--- src/rtl/countdown_timer.sv ---
// countdown_timer: loadable down-counter with one-shot/auto-reload and a registered borrow pulse.
// Define COUNTDOWN_TIMER_PRESCALE_EN to decrement only on every PRESCALE-th en tick in RUN.
module countdown_timer #(
   parameter int WIDTH = 4
`ifdef COUNTDOWN_TIMER_PRESCALE_EN
   ,
   parameter int PRESCALE = 4
`endif
) (
   input  logic             clk,
   input  logic             rst,
   input  logic             en,
   input  logic             load,
   input  logic [WIDTH-1:0] load_val,
   input  logic             auto_reload,
   output logic             bo,
   output logic             busy,
   output logic             done,
   output logic [WIDTH-1:0] counter
);
   typedef enum logic [1:0] {IDLE, RUN, DONE} state_t;
   state_t state_q, state_d;
   logic [WIDTH-1:0] counter_q, counter_d, reload_q, reload_d;
   logic bo_q, bo_d;
   logic step;
`ifdef COUNTDOWN_TIMER_PRESCALE_EN
   localparam int PW = (PRESCALE > 1) ? $clog2(PRESCALE) : 1;
   logic [PW-1:0] pre_q, pre_d;
   logic tick;
   always_comb begin
      tick = (state_q == RUN) && en;
      step = tick && (pre_q == PW'(PRESCALE - 1));
      pre_d = (load || step) ? '0 : tick ? pre_q + PW'(1) : pre_q;
   end
   always_ff @(posedge clk or negedge rst)
      if (!rst) pre_q <= '0;
      else pre_q <= pre_d;
`else
   assign step = (state_q == RUN) && en;
`endif
   // RUN never holds counter==0, so the terminal tick is always the step at 1
   always_comb begin
      counter_d = counter_q;
      reload_d = reload_q;
      state_d = state_q;
      bo_d = 1'b0;
      if (load) begin
         counter_d = load_val;
         reload_d = load_val;
         state_d = (load_val != '0) ? RUN : IDLE;
      end else if (step && counter_q > WIDTH'(1)) begin
         counter_d = counter_q - WIDTH'(1);
      end else if (step && counter_q == WIDTH'(1)) begin
         bo_d = 1'b1;
         counter_d = auto_reload ? reload_q : '0;
         state_d = auto_reload ? RUN : DONE;
      end
   end
   always_ff @(posedge clk or negedge rst)
      if (!rst) begin
         state_q <= IDLE;
         counter_q <= '0;
         reload_q <= '0;
         bo_q <= 1'b0;
      end else begin
         state_q <= state_d;
         counter_q <= counter_d;
         reload_q <= reload_d;
         bo_q <= bo_d;
      end
   assign bo = bo_q;
   assign busy = (state_q == RUN);
   assign done = (state_q == DONE);
   assign counter = counter_q;
endmodule

--- config.mk ---
export PLATFORM = sky130hd
export DESIGN_NAME = countdown_timer
export DESIGN_NICKNAME = d
export VERILOG_FILES = /design/src/rtl/countdown_timer.sv
export SDC_FILE = /design/constraint.sdc
export NUM_CORES = 1
export LEC_CHECK = 0
export CAP_MARGIN = 15
export CORE_AREA = 2 2 39 41
export DETAILED_ROUTE_END_ITERATION = 10
export DIE_AREA = 0 0 41 43
export DONT_BUFFER_PORTS = 1
export SYNTH_ARGS = -nofsm -noshare
export SYNTH_HDL_FRONTEND = slang
export SYNTH_SLANG_ARGS = --single-unit
--- constraint.sdc ---
create_clock -name clk -period 2.1 [get_ports clk]
set_input_delay 0.42 -clock clk [delete_from_list [all_inputs] [get_ports clk]]
set_output_delay 0.42 -clock clk [all_outputs]
set_load 0.02 [all_outputs]
==> results.json <==
{
  "synth_cells": 70,
  "relSlewSlack": 0.660,
  "synth_simple_gate_area_share": 0.198,
  "fin_crit_ps": 1660,
  "antenna_cells": 0,
  "finalPower_uw": 545,
  "clockRootBuffer": "clkbuf_4",
  "timing.critical_path.from": "counter[0]$_DFFE_PN0P_",
  "wl_um": 1290,
  "ys.flop_type": "dfrtp_1",
  "synth-edff-count": 0,
  "layout.nets": 87,
  "htreeDepth": 1,
  "synth_top_family_by_area": "compound AO/OA/AOI/OAI gates",
  "grt_max_degree": 17,
  "max_clock_freq_mhz": 602,
  "status": "complete, no violations",
  "overflow": 0,
  "regToRegStartpoint": "counter[0]$_DFFE_PN0P_",
  "synth_compound_area_frac": 0.198,
  "hold_viol": 0,
  "synth.top_cell.area_share": 0.428,
  "worstHoldPathType": "in -> reg",
  "drc_errors": 0,
  "vias": 518,
  "crit_path_max_fanout": 5,
  "rsz0062_at_grt": "false",
  "worst-path-buf-inv": 1,
  "p_per_area_nw_per_um2": 780,
  "clockBufferDepth": 2,
  "endpoint": "counter[0]$_DFFE_PN0P_",
  "gp_routability_congestion": 0.703,
  "cp.arrival_ps": 1820,
  "synth_area_leaders": "dfrtp_1 43%, o21ai_0 6.2%, nor2_1 5.3%, mux2i_1 4.7%, ha_1 3.9%",
  "ys_ff_latch": 11,
  "ir_drop_v": 0.000368,
  "yosysUniqueCellTypes": 29,
  "async_flop_share": 1.00,
  "die_w_um": 41,
  "via_per_inst": 5.69,
  "grt_pass1_vias": 502,
  "grt.met3_usage": 0.0471,
  "p_leak_uw": 0.000316,
  "criticalPathCategory": "reg -> reg",
  "syn_area_per_cell_sq_um": 9.19,
  "rr_worst_depth": 6,
  "die_area_sq_um": 1760,
  "drt_iter0_markers": 15,
  "grt.met1_usage": 0.272,
  "r2r_slack_ps": 440,
  "path_cells": "inv_1, ha_1, nor2_1, o31a_1, a31o_1, a22o_1",
  "wire_per_inst_um": 14.1,
  "core_sq_um": 1380,
  "slowest_stage": "dfrtp_1",
  "tightest_slew_ps": 508,
  "ys_warn_count": 0,
  "endpoint_kind": "flop",
  "drive_gt1_frac": 0.0933,
  "synthXorXnorAreaFrac": 0.0136,
  "max_cap_violations": 0,
  "ios": 16,
  "dr.pass1.iters": 4,
  "finalSetupViolCount": 0,
  "cp-start-kind": "flop",
  "syn_nets": 81,
  "met2_usage": 0.253,
  "portBuffers": 0,
  "cts_buffers": 3,
  "cts_tree": "built",
  "tns_ps": 0,
  "worstReg2RegEnd": "counter[0]$_DFFE_PN0P_",
  "worstSetupPathDepth": 6,
  "rows": 14,
  "layout_commonest_cell": "dfrtp_1",
  "yosys.area.top_type": "dfrtp_1",
  "start_util": 0.465,
  "post-route-period-util": 0.791,
  "die_h_um": 43,
  "final_cell_mix": "11 x dfrtp_1, 9 x nor2_1, 8 x o21ai_0, 6 x inv_1",
  "fin_skew_ps": 2.27,
  "synth_mux_area_frac": 0.0642,
  "cts.sinks": 11,
  "grt_pass1_wl_um": 2210,
  "clock_latency_ps": 270,
  "cts_resized": 0,
  "cts.clk_slew.worst_paths_ps": 70,
  "critical_path_required_ps": 2260,
  "critPathTopFamily": "compound AO/OA/AOI/OAI gates",
  "hpwl_um": 956,
  "slew_violations": 0,
  "ys_seq_area_frac": 0.428,
  "synthAdderAreaFrac": 0.0389,
  "cpPeakStageDelay_ps": 400,
  "antenna_found_initial": 0,
  "netlist_area_sq_um": 643,
  "ant_nets": 0,
  "busiest_layer": "met1",
  "grt_usage": 0.195,
  "syn_to_final_growth_pct": 8.75
}
==> layer usage <==
metal,up-vias,wire length (um)
li1,261,-
met1,242,593
met2,12,610
met3,3,53
met4,0,28
met5,-,0
==> worst reg2reg max path, cell delays in order, from the launching register on <==
cell and delay [ps]:
dfrtp_1 400, inv_1 80, ha_1 210, nor2_1 80, o31a_1 320, a31o_1 240, a22o_1 220
==> registers in the layout, indices dropped and copies added, names as in the netlist <==
register / flops
counter: 4
reload_q: 4
state_q: 2
bo: 1
==> worst min path at each step <==
stage / startpoint / to / cells past startpoint
2_1_floorplan: rst / bo$_DFF_PN0_ / 0
3_3_place_gp: rst / counter[0]$_DFFE_PN0P_ / 0
3_5_place_dp: rst / counter[0]$_DFFE_PN0P_ / 0
4_1_cts: load / bo$_DFF_PN0_ / 1
5_1_grt: load / bo$_DFF_PN0_ / 1
6_report: load / bo$_DFF_PN0_ / 1
==> cells in the mapped netlist, drive strengths merged (3+ instances only) <==
library cell / n
dfrtp: 11
inv: 6
mux2i: 3
nand2: 3
nor2: 9
o21ai: 9
==> final cells by class <==
| cell class | instances | area, sq um |
|---|---|---|
| Multi-Input combinational cell | 51 | 330 |
| Sequential cell | 11 | 275 |
| Inverter | 6 | 22.5 |
| Tap cell | 16 | 20.0 |
| Fill cell | 142 | 684 |
| Timing Repair Buffer | 3 | 25.0 |
| Clock buffer | 4 | 26.3 |
==> repair_timing <==
| action | in CTS | in global routing |
|---|---|---|
| setup endpoints to repair | 0 | 0 |
| hold buffers | 1 | 0 |
| endpoints found under the hold margin | 11 | 0 |
| setup buffers | 0 | 0 |
==> cell families (layout without fill, tap and decap cells) <==
| kind of cell | after synthesis | count (layout) |
|---|---|---|
| buf+inv | 8 | 13 |
| xor+xnor | 1 | 1 |
| flops | 11 | 11 |
| compound gates | 20 | 20 |
| mux | 4 | 4 |
| simple gates | 24 | 24 |
| fa+ha+maj | 2 | 2 |
==> per-stage QoR <==
step	cell area, sq um	worst slack, ps	util	cells	hold WS, ps
2_1_floorplan	643	417	-	70	124
3_3_place_gp	663	494	0.479	86	125
3_5_place_dp	663	455	0.479	86	125
4_1_cts	699	442	0.505	91	213
5_1_grt	699	334	0.505	91	210
6_report	699	438	0.505	91	228
==> power breakdown <==
group          internal [uW]  switching, uW  total, uW
combinational           62.2           73.8        136
clock                   73.6           68.8        142
sequential               234           33.1        267
No activity file was read; power rests on OpenSTA's default activity.
